**src/rtl/pin_entry_buffer.sv**
```systemverilog
// Keypad PIN entry front end: collects digits into a candidate PIN, then
// presents it to the lock comparator with a clean, pre-settled enter strobe.
// Also handles clear, backspace, short-entry rejection and inactivity timeout.
module pin_entry_buffer #(
  parameter int unsigned DIGITS  = 4,
  parameter int unsigned DIGIT_W = 4,
  parameter int unsigned TIMEOUT = 1000
) (
  input  logic                        clk,
  input  logic                        reset,
  input  logic                        key_valid,
  input  logic [DIGIT_W-1:0]          key_code,
  input  logic                        key_enter,
  input  logic                        key_clear,
  input  logic                        key_back,
  output logic [DIGITS*DIGIT_W-1:0]   inpin,
  output logic                        enter,
  output logic [2:0]                  digit_count,
  output logic                        busy,
  output logic                        timeout,
  output logic                        short_err
);

  localparam int unsigned PIN_W  = DIGITS * DIGIT_W;
  localparam int unsigned IDLE_W = $clog2(TIMEOUT);
  localparam int unsigned CNT_W  = 3;

  typedef enum logic [1:0] {
    ENTRY  = 2'd0,
    LOAD   = 2'd1,
    STROBE = 2'd2
  } state_e;

  state_e             state_q, state_d;
  logic [PIN_W-1:0]   sr_q, sr_d;
  logic [PIN_W-1:0]   inpin_d;
  logic [CNT_W-1:0]   cnt_q, cnt_d;
  logic [IDLE_W-1:0]  idle_q, idle_d;
  logic               enter_d, busy_d, timeout_d, short_err_d;
  logic               key_any, accept, full, expired;

  // Key events are only honoured in ENTRY once the previous strobe has retired
  assign key_any = key_valid | key_enter | key_clear | key_back;
  assign accept  = (state_q == ENTRY) && !busy;
  assign full    = (cnt_q == CNT_W'(DIGITS));
  assign expired = (cnt_q != '0) && (idle_q == IDLE_W'(TIMEOUT - 1));

  assign digit_count = cnt_q;

  // State register
  always_ff @(posedge clk) begin
    if (reset) begin
      state_q <= ENTRY;
    end else begin
      state_q <= state_d;
    end
  end

  // Next-state logic: a full entry plus enter (not overridden by clear) submits
  always_comb begin
    state_d = state_q;
    case (state_q)
      ENTRY:   if (accept && !key_clear && key_enter && full) state_d = LOAD;
      LOAD:    state_d = STROBE;
      STROBE:  state_d = ENTRY;
      default: state_d = ENTRY;
    endcase
  end

  // Datapath and output next values; clear > enter > back > digit
  always_comb begin
    sr_d        = sr_q;
    cnt_d       = cnt_q;
    idle_d      = '0;
    inpin_d     = inpin;
    enter_d     = 1'b0;
    busy_d      = 1'b0;
    timeout_d   = 1'b0;
    short_err_d = 1'b0;
    case (state_q)
      ENTRY: begin
        if (accept) begin
          if (key_any) begin
            if (key_clear) begin
              sr_d  = '0;
              cnt_d = '0;
            end else if (key_enter) begin
              if (!full) begin
                short_err_d = 1'b1;
                sr_d        = '0;
                cnt_d       = '0;
              end
            end else if (key_back) begin
              if (cnt_q != '0) begin
                sr_d  = sr_q >> DIGIT_W;
                cnt_d = cnt_q - CNT_W'(1);
              end
            end else if (!full) begin
              sr_d  = {sr_q[PIN_W-DIGIT_W-1:0], key_code};
              cnt_d = cnt_q + CNT_W'(1);
            end
          end else if (expired) begin
            timeout_d = 1'b1;
            sr_d      = '0;
            cnt_d     = '0;
          end else if (cnt_q != '0) begin
            idle_d = idle_q + IDLE_W'(1);
          end
        end
      end
      LOAD: begin
        inpin_d = sr_q;
        busy_d  = 1'b1;
      end
      STROBE: begin
        enter_d = 1'b1;
        busy_d  = 1'b1;
        sr_d    = '0;
        cnt_d   = '0;
      end
      default: begin
        sr_d  = '0;
        cnt_d = '0;
      end
    endcase
  end

  // Datapath and registered outputs
  always_ff @(posedge clk) begin
    if (reset) begin
      sr_q      <= '0;
      cnt_q     <= '0;
      idle_q    <= '0;
      inpin     <= '0;
      enter     <= 1'b0;
      busy      <= 1'b0;
      timeout   <= 1'b0;
      short_err <= 1'b0;
    end else begin
      sr_q      <= sr_d;
      cnt_q     <= cnt_d;
      idle_q    <= idle_d;
      inpin     <= inpin_d;
      enter     <= enter_d;
      busy      <= busy_d;
      timeout   <= timeout_d;
      short_err <= short_err_d;
    end
  end

endmodule

```
**config.mk**
```make
export PLATFORM = sky130hd
export DESIGN_NAME = pin_entry_buffer
export DESIGN_NICKNAME = d
export VERILOG_FILES = /design/src/rtl/pin_entry_buffer.sv
export SDC_FILE = /design/constraint.sdc
export NUM_CORES = 1
export LEC_CHECK = 0
export CORE_MARGIN = 2
export CORE_UTILIZATION = 50
export CTS_CLUSTER_DIAMETER = 30
export DETAILED_ROUTE_END_ITERATION = 12
export PLACE_DENSITY = 0.76
export SETUP_SLACK_MARGIN = 0.05
export SLEW_MARGIN = 20
export SYNTH_ARGS = -nofsm -noshare
export SYNTH_HDL_FRONTEND = slang
export SYNTH_SLANG_ARGS = --single-unit
```
**constraint.sdc**
```tcl
create_clock -name clk -period 3.1 [get_ports clk]
set_input_delay 0.62 -clock clk [delete_from_list [all_inputs] [get_ports clk]]
set_output_delay 0.62 -clock clk [all_outputs]
set_load 0.01 [all_outputs]
```
# Word level (Yosys, flattened, before mapping)
# Index checks and enable logic that the tools add are counted.
# word_totals
elab_cells	71
in_bits	10
register_bits	51
out_inout_bits	23
# op_classes
n_reduce_logical	14
bitwise_logic	9
n_addsub	3
eq_ne	10
muxes	26
# ops
op	n
two-way mux 16 bit	9
case mux 16 bit (2 select lines)	1
two-way mux 3 bit	9
OR reduction 6 bit	2
adder 10 x 1 -> 10 bit (second input constant)	1
equality test 10 bit (second input constant)	1
!= test 5 bit (second input constant)	2
!= test 6 x 5 -> 1 bit (second input constant)	1
inverter 1 bit	6
case mux 3 bit (2 select lines)	1
AND reduction 6 bit	1
logical AND 1 bit	5
two-way mux 1 bit	4
case mux 2 bit (2 select lines)	1
OR reduction 4 bit	1
adder 3 x 1 -> 3 bit (second input constant)	1
equality test 3 bit (second input constant)	1
!= test 3 bit (second input constant)	1
bitwise OR 1 bit	3
nonzero test 3 bit	1
subtractor 3 x 1 -> 3 bit (second input constant)	1
equality test 2 x 1 -> 1 bit (second input constant)	1
equality test 2 bit (second input constant)	1
zero test 1 bit	2
other kinds (5)	5

# Depth between registers and ports, before layout
# Gate-level depths: netlist of the first run.
# depth
depth_word	8
depth_mapped	10
mapped_depth_nobuf	8

# Worst setup path before layout of the first run
# OpenSTA, ideal clock, no wires.
# synth_timing
path_kind	in2reg
start	input key_back
end	register sr_q[1]
required_ns	2.967
stages	8
path_slack_ns	0.745
setup_ns	0.133
path_buffers	2
arrival_time_ns	2.221
cell_sequence	buf_6 -> or4_4 -> or3_4 -> o21ai_2 -> a21oi_2 -> buf_2 -> nand3b_1 -> o31ai_2
# synth_between
elab_chain_cells	6
elab_cells_between_ends	12
cone_classes	eq/ne: 4; mux: 6; bitwise: 1; reduce/logical: 1
# synth_lines
element	line	rtl
start: declaration	15	input logic key_back,
two-way mux 16 bit	93	end else if (key_back) begin
two-way mux 16 bit	87	end else if (key_enter) begin
two-way mux 16 bit	84	if (key_clear) begin
two-way mux 16 bit	83	if (key_any) begin
two-way mux 16 bit	82	if (accept) begin
case mux 16 bit (2 select lines)	80	case (state_q)
end signal: assignment	140	sr_q <= sr_d;
end: declaration	35	logic [PIN_W-1:0] sr_q, sr_d;
# Parallel ways exist; a longest one is shown, timed or not. The select of a mux whose other input is x is not followed.
# A chain may end at the register's enable or synchronous reset.

# Worst setup path in the final report of the first run
# layout_timing
start	input key_enter
end	register sr_q[6]
# layout_between
elab_chain_cells	6
elab_cells_between_ends	13
cone_classes	eq/ne: 4; mux: 5; bitwise: 3; reduce/logical: 1
# layout_lines
element	line	rtl
start: declaration	13	input logic key_enter,
bitwise OR 1 bit (3 in a row)	43	assign key_any = key_valid | key_enter | key_clear | key_back;
two-way mux 16 bit	83	
two-way mux 16 bit	82	
case mux 16 bit (2 select lines)	80	
# Parallel ways exist; a longest one is shown, timed or not. The select of a mux whose other input is x is not followed.

==> results of run 1 <==
==> layer usage <==
| layer | vias up | share of wire | track usage |
|---|---|---|---|
| li1 | 855 | - | - |
| met1 | 786 | 0.48 | 0.2309 |
| met2 | 37 | 0.45 | 0.2928 |
| met3 | 9 | 0.041 | 0.03704 |
| met4 | 0 | 0.023 | 0.08805 |
| met5 | - | 0 | 0 |
==> state kept, by name (all words and copies together) (netlist names) <==
register,cells
sr_q,16
short_err,1
timeout,1
busy,1
idle_q,10
enter,1
inpin,16
state_q,2
digit_count,3
==> worst max-delay path: stages <==
cell and delay, ps:
clkdlybuf4s50_1 470, or4_4 560, or3_4 390, o21ai_2 190
a21oi_2 120, buf_12 170, o31ai_2 230
==> cells by family after synthesis <==
| logic type | after synthesis | share of synthesized area |
|---|---|---|
| xor gates and xnor gates | 10 | 0.03887 |
| and+or+nand+nor | 90 | 0.2088 |
| AOI/OAI and AO/OA | 27 | 0.09828 |
| adders and majority gates | 7 | 0.04220 |
| muxes | 28 | 0.1244 |
| buffers and inverters | 16 | 0.03442 |
| DFF | 51 | 0.4531 |
==> Yosys cell counts, types with 2 or more instances <==
cell and number:
a21o_1 2, a21oi_1 3, and3_1 2, buf_2 2, buf_6 2, clkbuf_1 8, dfxtp_1 51, ha_1 6
inv_1 4, mux2i_1 28, nand2_1 6, nand2b_1 7, nand3_1 12, nand3b_1 12, nor2_1 36, nor2b_1 2
nor3_1 6, o21ai_0 6, o31ai_1 4, o31ai_2 8, xnor2_1 5, xor2_1 5
==> power by group through the flow <==
stage | sequential, mW | combinational (mW) | clock (mW)
2_1_floorplan | 0.696 | 0.158 | 0
3_3_place_gp | 0.696 | 0.228 | 0
3_5_place_dp | 0.696 | 0.235 | 0
4_1_cts | 0.681 | 0.237 | 0.428
6_report | 0.681 | 0.233 | 0.417
5_1_grt | 0.683 | 0.256 | 0.441
==> cell type report <==
type,count,area [µm²],area share
Inverter,4,15.01,0.005492
Tap cell,52,65.06,0.02380
Sequential cell,51,1021,0.3735
Multi-Input combinational cell,162,1155,0.4224
Timing Repair Buffer,38,377.9,0.1382
Clock buffer,8,100.1,0.03661
==> how the worst min path moves through the flow <==
stage	depth (start not counted)	from	endpoint
floorplan	1	idle_q[0]	idle_q[0]
finish	2	inpin[13]	inpin[13]
CTS	1	idle_q[0]	idle_q[0]
global route	1	idle_q[0]	idle_q[0]
global placement	1	idle_q[0]	idle_q[0]
detailed placement	1	idle_q[0]	idle_q[0]
==> impl_metrics.toml, run 1 <==
[outcome]
status = "finished clean"

[pwr]
p_sw_mw = 0.3602
pwr-share-seq = 0.512
p_clk_frac = 0.313
p_sw_frac = 0.2708
vdd_drop_max_mv = 0.2417
powerDensity_nw_per_um2 = 486.6
p_comb_frac = 0.175
p_leak_nw = 0.9872
p_total_mw = 1.330
intPower_mw = 0.9701

[placement]
port_buffers = 32
dpl_worst_slack_ps = 243.5
gp_congestion = 0.7837
dp_hpwl_um = 2909
dpl.cell_count = 307
place_area_um2 = 2634

[critical_path]
worstSetupPathType = "primary input to flop"
startpoint = "key_enter"
cp.required_ps = 3320
r2r_setup_slack_ps = 720
end_kind = "flop"
cp.arrival_ps = 2770
reg2reg_to = "sr_q[6]"
crit_path_start_kind = "primary input"
r2r-start = "idle_q[0]"
crit_path_end = "sr_q[6]"
reg2reg_depth = 7
path_max_fanout = 25

[synth]
synth_cells = 229
syn_area_um2 = 2253
ys_warn_count = 0
synth.avg_cell_area_um2 = 9.840
synth.top_cells.by_area = "dfxtp_1 (45%), mux2i_1 (12%), nor2_1 (6.0%)"
ys_ff_latch = 51
synth_cell_type_count = 34
synthArstFlopShare = 0
ys.flop_type = "dfxtp_1"
yosys.area.top_type = "dfxtp_1"
ys_seq_area_frac = 0.4531
synth_top_area_share = 0.4531
syn_nets = 246
synth-edff-count = 0

[final_layout]
drive_gt1_frac = 0.09886
utilization = 0.6279
final_area_um2 = 2734
final_nets = 279
final_cell_mix = "dfxtp_1 (51), nor2_1 (36), clkdlybuf4s50_1 (32), mux2i_1 (28)"
final_common_cell = "dfxtp_1"
syn_to_final_growth_pct = 21.32
n_fill_cell = 376
fin_cells = 315
n_antenna_cell = 0

[routing]
drtIter0Drc = 53
postRouteAntennaNets = 0
drt-total-wl_um = 4276
drc = 0
vias = 1687
first_pass_iters = 4
vias_per_cell = 5.356
post_drt_wl_per_cell_um = 13.57

[floorplanning]
num_io_pins = 33
coreArea_um2 = 4354
fp.dieH_um = 71.13
die_x_um = 71.13
dieArea_um2 = 5059
start_util = 0.5175
num_rows = 24

[timing]
fin_crit_ps = 2549
finalSetupTns_ps = 0
setup_viol = 0
hold_violations = 0
tightest_slew_ps = 400.2
slew_headroom = 0.7304
skew_ps = 6.539
drv_slew = 0
rsz0062_at_grt = "no"
period_share = 0.8222
setup_slack_ps = 551.3
fmax_ghz = 0.3924
whs_ps = 497.9

[cts]
post_cts_resized = 0
cts.sinks = 51
cts.clk_slew.worst_paths_ps = 80
cts_tree = "yes"
cts_max_level = 2
clock_latency_ps = 310
cts_root_buf = "clkbuf_8"
ctsHoldBuffers = 0
cts_setup_buffers = 0
cts_buffer_depth = 2
cts_buffers = 5

[global_route]
gr-total-overflow = 0
antenna_found_initial = 0
grt_pass1_vias = 1640
grt_pass1_wl_um = 7293
grt_max_degree = 39
track_usage = 0.1810

[job]
max_cap_viol_count = 0

[min_path]
hp-class = "flop to flop"
Note: power is estimated with default switching activity, not from simulation.
==> run 2, diff against run 1 <==
CORE_UTILIZATION = 48   (was 50)
PLACE_DENSITY = 0.77   (was 0.76)
clock period = 2.3 ns   (was 3.1 ns; I/O delays follow)
==> impl_metrics.toml, run 2 (synthesis results as in run 1) <==
[outcome]
status = "finished clean"

[final_layout]
n_antenna_cell = 0
largest_registers = "inpin x16, sr_q x16, idle_q x10"
final_nets = 285
final_common_cell = "dfxtp_1"
fin_cells = 321
drive_gt1_frac = 0.1227
syn_to_final_growth_pct = 24.65
utilization = 0.6320
final_cell_mix = "dfxtp_1 (50), nor2_1 (36), mux2i_1 (28), clkdlybuf4s50_1 (28)"

[cts]
cts_root_buf = "clkbuf_8"
cts.sinks = 51
cts_max_level = 2
cts_buffers = 5
clock_latency_ps = 300
ctsHoldBuffers = 0
cts_buffer_depth = 2
cts.clk_slew.worst_paths_ps = 80
cts_tree = "yes"

[critical_path]
crit_path_start_kind = "primary input"
worstSetupPathType = "primary input to flop"
cp.required_ps = 2490
cp.arrival_ps = 2380
path_max_fanout = 12
end_kind = "flop"

[routing]
drt-total-wl_um = 4475
drc = 0
vias_per_cell = 5.368
postRouteAntennaNets = 0
first_pass_iters = 4
post_drt_wl_per_cell_um = 13.94
drtIter0Drc = 70
vias = 1723

[pwr]
p_leak_nw = 1.039
p_comb_frac = 0.210
intPower_mw = 1.293
powerDensity_nw_per_um2 = 634.2
p_clk_frac = 0.275
vdd_drop_max_mv = 0.3788
pwr-share-seq = 0.515
p_sw_frac = 0.2743
p_sw_mw = 0.4887

[floorplanning]
start_util = 0.5070
fp.dieH_um = 72.52
die_x_um = 72.52
num_rows = 24
dieArea_um2 = 5258
coreArea_um2 = 4444
num_io_pins = 33

[placement]
dpl_worst_slack_ps = -373.8
dp_hpwl_um = 2959
dpl.cell_count = 311
gp_congestion = 0.8194
port_buffers = 32

[job]
max_cap_viol_count = 0

[global_route]
gr-total-overflow = 0
antenna_found_initial = 0
grt_pass1_vias = 1653
grt_max_degree = 39
track_usage = 0.1853
grt_pass1_wl_um = 7672

[timing]
setup_slack_ps = 105.7
fin_crit_ps = 2194
skew_ps = 6.818
slew_headroom = 0.7327
rsz0062_at_grt = "no"
hold_violations = 0
drv_slew = 0
tightest_slew_ps = 396.7
setup_viol = 0
fmax_ghz = 0.4557
period_share = 0.9541

[min_path]
hp-class = "flop to flop"
run 2: cell count changes in the layout (fill, tap and decap cells not counted), moves of 2 or more:
cell,previous run,this run
buf_4,5,10
clkbuf_8,7,5
clkdlybuf4s50_1,32,28
dlygate4sd2_1,0,3
run 2: critical path: stages:
cell	delay (ps)
dlygate4sd2_1	270
or4_4	550
or3_4	360
o21ai_4	170
a21oi_4	100
bufbuf_16	300
nand3b_1	100
o31ai_2	70
run 2: cell type report:
class	count	area (µm²)
Sequential cell	51	1022
Multi-Input combinational cell	162	1179
Clock buffer	7	76.32
Clock inverter	1	5.005
Fill cell	374	1635
Inverter	4	15.01
Timing Repair Buffer	44	446.7
Tap cell	52	65.06
run 2: power by group through the flow:
stage	Combinational [mW]	Clock, mW	Sequential [mW]
final	0.374	0.490	0.918
after global routing	0.404	0.544	0.921
after floorplan	0.213	0	0.939
after global placement	0.309	0	0.938
after CTS	0.376	0.507	0.918
after detailed placement	0.315	0	0.939
run 2: metrics by stage:
stage | cell area [µm²] | power, mW | hold WS (ps) | TNS [ps]
2_1_floorplan | 2253 | 1.152 | 441.3 | 0
5_1_grt | 2809 | 1.869 | 526.5 | 0
3_5_place_dp | 2664 | 1.253 | 482.2 | -7972
6_report | 2809 | 1.782 | 498.3 | 0
3_3_place_gp | 2664 | 1.247 | 479.8 | -6799
4_1_cts | 2805 | 1.801 | 503.6 | 0
run 2: final timing paths:
kind,start,to,slack (ps),cells after the start
setup / recovery,key_enter,sr_q[0],110,8
hold / removal,inpin[10],inpin[10],500,2
hold reg to reg,inpin[10],inpin[10],500,2
setup reg to reg,idle_q[1],sr_q[0],200,8
run 2: per-layer routing:
layer  vias to the layer above  track usage  routed length (µm)
met5                         -            0                   0
met4                         0      0.05967                  47
met3                         6      0.04444                 181
met2                        33       0.3119                2110
met1                       813       0.2346                2135
li1                        871            -                   -
run 2: timing repair:
action                     in CTS  in global routing
pin swaps                       2                  2
gates cloned                    1                  0
setup endpoints to repair      18                 15
resized for setup               7                  2
setup buffers                   1                  0
==> run 3, diff against run 2 <==
SLEW_MARGIN = unset   (was 20)
==> results of run 3 <==
Final layout, timing and power as in run 2 (identical DEF).
==> RTL change 1: new RTL, settings of run 3 <==
Encoding of `state_e`: now one-hot (3 bits for 3 states).
--- a/src/rtl/pin_entry_buffer.sv
+++ b/src/rtl/pin_entry_buffer.sv
@@ -25,10 +25,10 @@
   localparam int unsigned IDLE_W = $clog2(TIMEOUT);
   localparam int unsigned CNT_W  = 3;
 
-  typedef enum logic [1:0] {
-    ENTRY  = 2'd0,
-    LOAD   = 2'd1,
-    STROBE = 2'd2
+  typedef enum logic [2:0] {
+    ENTRY  = 3'b001,
+    LOAD   = 3'b010,
+    STROBE = 3'b100
   } state_e;
 
   state_e             state_q, state_d;
Function: same outputs for any inputs over 10 cycles, from zero or initial values and one cycle with reset high; not proved beyond that.
==> RTL change 1 against run 3 <==
Synthesized cell count decreased by 0.87%. Worst hold slack got worse by 0.042 ns. Area after synthesis is 0.22% lower. Final area rose by 1.2%. Critical path depth fell by 1. Setup slack improved by 0.15 ns. Sequential cell count up 1. Global-route usage down 0.83 points. Routed wire length shrank 4.4%. First-iteration DRC count grew 27%.
Power is not compared: it rests on default switching activity, and its combinational part moved more than twofold at a synthesized area within 25%.
==> RTL change 1: results <==
set metrics [dict create \
    status "finished clean" \
    use_met2_pct 29.1 \
    path_clk_slew_ns 0.10 \
    synth_area_leaders "dfxtp_1 (46%), nand2_1 (6.8%), o2bb2ai_2 (6.7%)" \
    synth_fp_nets 239 \
    gp_congestion 0.932 \
    wl_met1_um 2060 \
    n_all_buffers 50 \
    met1_usage_pct 23.4 \
    grt_pass1_wl_um 7350 \
    area_share_nonclk_buffers_pct 16.5 \
    place_hpwl_um 3120 \
    final_design_area_no_fill_mm2 0.00284 \
    synth.yosys.seq_area_share_pct 46.3 \
    synth_common_cells "dfxtp_1 (52), nand2_1 (41), nor2_1 (20)" \
    crit_arrival_ns 2.29 \
    cp_slowest_stage_delay_ns 0.46 \
    cts_setup_buffers 0 \
    synth-compound-area-share_pct 19.0 \
    grt_pass1_vias 1631 \
    total_power_mw 1.75 \
    grt_max_degree 20 \
    skew_ns 0.00856 \
    nMultiInputCombCells 163 \
    routed_via_density 5.27 \
    relSlewSlack_pct 75.0 \
    grtUsageTotal_pct 17.7 \
    n_all_inverters 2 \
    final_nets 286 \
    detailroute.wirelength.met2_um 2060 \
    crit_path_top_delay_cell "clkdlybuf4s50_1" \
    post_cts_resized 0 \
    synth_adder_area_share_pct 1.45 \
]
RTL change 1: worst paths after layout:
| path | endpoint | cells after the start | startpoint | slack, ns |
|---|---|---|---|---|
| hold reg to reg | inpin[11]$_SDFFE_PP0P_ | 2 | inpin[11]$_SDFFE_PP0P_ | 0.46 |
| setup / recovery | sr_q[11]$_SDFFE_PP0P_ | 7 | key_clear | 0.25 |
| hold / removal | inpin[11]$_SDFFE_PP0P_ | 2 | inpin[11]$_SDFFE_PP0P_ | 0.46 |
| setup reg to reg | sr_q[11]$_SDFFE_PP0P_ | 6 | state_q[0]$_SDFFE_PP1P_ | 0.45 |
RTL change 1: critical path, delay by kind of cell:
family | cells | cell delay [ns]
buffers and inverters | 2 | 0.66
AND/OR/NAND/NOR | 3 | 0.70
AO/OA/AOI/OAI | 2 | 0.47
RTL change 1: per-stage QoR:
step	instances	setup slack [ns]
after floorplan	227	0.480
after global placement	319	0.00893
after detailed placement	319	-0.0431
after CTS	327	0.249
after global routing	327	0.170
final	327	0.252
==> RTL change 2: new RTL, settings of run 3 <==
Made on the original files. The parameter `DIGIT_W` goes from 4 to 5.
--- a/src/rtl/pin_entry_buffer.sv
+++ b/src/rtl/pin_entry_buffer.sv
@@ -3,7 +3,7 @@
 // Also handles clear, backspace, short-entry rejection and inactivity timeout.
 module pin_entry_buffer #(
   parameter int unsigned DIGITS  = 4,
-  parameter int unsigned DIGIT_W = 4,
+  parameter int unsigned DIGIT_W = 5,
   parameter int unsigned TIMEOUT = 1000
 ) (
   input  logic                        clk,
Ports: changed (resized inpin and key_code); port bits go from 33 to 38. The function was not compared with the original's and may differ.
==> RTL change 2 against run 3 <==
Combinational power is 33% higher. Routed wire length increased by 22%. Area after synthesis is 17% higher. Total power increased by 37%. Register-to-register slack better by 0.09 ns. Fmax up 9.4%. Clock power is 80% higher. Largest cell class unchanged. Sequential cell count up 8. Setup slack improved by 0.19 ns. Worst hold slack got worse by 0.0069 ns. Clock skew barely moved. Final area rose by 18%. Critical endpoint is now sr_q[6]$_SDFFE_PP0P_. Non-clock buffer count up 5.
==> RTL change 2: results <==
set metrics [dict create \
    cts_setup_buffers 0 \
    nMultiInputCombCells 199 \
    synth_adder_area_share_pct 3.61 \
    drt_iter0_markers 121 \
    grt_pass1_vias 1935 \
    crit_arrival_ns 2.26 \
    clock_area_share_pct 5.49 \
    pre_cts_ws_ns 0.0485 \
    intPower_mw 1.78 \
    post_cts_resized 0 \
    use_met3_pct 3.56 \
    crit_end "sr_q[6]$_SDFFE_PP0P_" \
    n_all_inverters 5 \
    cp_slowest_stage_delay_ns 0.49 \
    clock-sinks 59 \
    path_max_fanout 21 \
    holdPathEnd "inpin[17]$_SDFFE_PP0N_" \
    reg_top3 "inpin: 20 flops, sr_q: 20 flops, idle_q: 10 flops" \
    wl_met1_um 2770 \
    grt_pass1_wl_um 9050 \
    clkLatencyLatePin_ns 0.33 \
    sh_seq_area_pct 35.7 \
    htree_levels 3 \
    synthMuxAreaShare_pct 9.16 \
    synth.distinct_cells 38 \
    gp_congestion 0.825 \
    p_leak_nw 1.13 \
    area_share_nonclk_buffers_pct 14.7 \
    place_area_mm2 0.00313 \
    synth_area_leaders "dfxtp_1 (45%), o22ai_2 (9.0%), mux2i_1 (8.7%)" \
    holdWs_ns 0.491 \
    status "finished clean" \
    met1_usage_pct 25.3 \
    use_met2_pct 29.1 \
    synth_common_cells "dfxtp_1 (59), nor2_1 (47), nand2_1 (41)" \
    fin_cells 396 \
    final_nets 341 \
    reg2regPathDepth 7 \
    crit_path_top_delay_cell "or4b_4" \
    nClkBuffers 11 \
    wl_um 5460 \
    area.sequential_mm2 0.00118 \
    detailroute.wirelength.met2_um 2430 \
    synth.yosys.seq_area_share_pct 44.8 \
    synth-compound-area-share_pct 15.5 \
    port_buffers 37 \
    syn_area_per_cell_um2 9.45 \
    ir_worst_vdd_uv 386 \
    routed_via_density 5.22 \
    path_clk_slew_ns 0.06 \
]
-- RTL change 2: changes by cell type after synthesis, moves of 6 or more --
cell	run 3	this run
nor2_1	36	47
a21oi_1	3	10
nand3b_1	12	0
nand2_1	6	41
o22ai_2	0	19
nand2b_1	7	0
dfxtp_1	51	59
nor3_1	6	0
nand3_1	12	5
o31ai_2	8	0
-- RTL change 2: power groups by stage --
stage / clock (mW) / combinational (mW) / sequential (mW)
after floorplan: 0 / 0.349 / 1.08
after global placement: 0 / 0.493 / 1.09
after detailed placement: 0 / 0.497 / 1.09
after CTS: 0.902 / 0.500 / 1.06
after global routing: 0.939 / 0.542 / 1.07
final: 0.880 / 0.497 / 1.06
-- RTL change 2: tightest hold or removal path, stage by stage, from the launching register on --
cell and delay [ns]:
dfxtp_1 0.32, mux2i_1 0.06, nor2_1 0.07
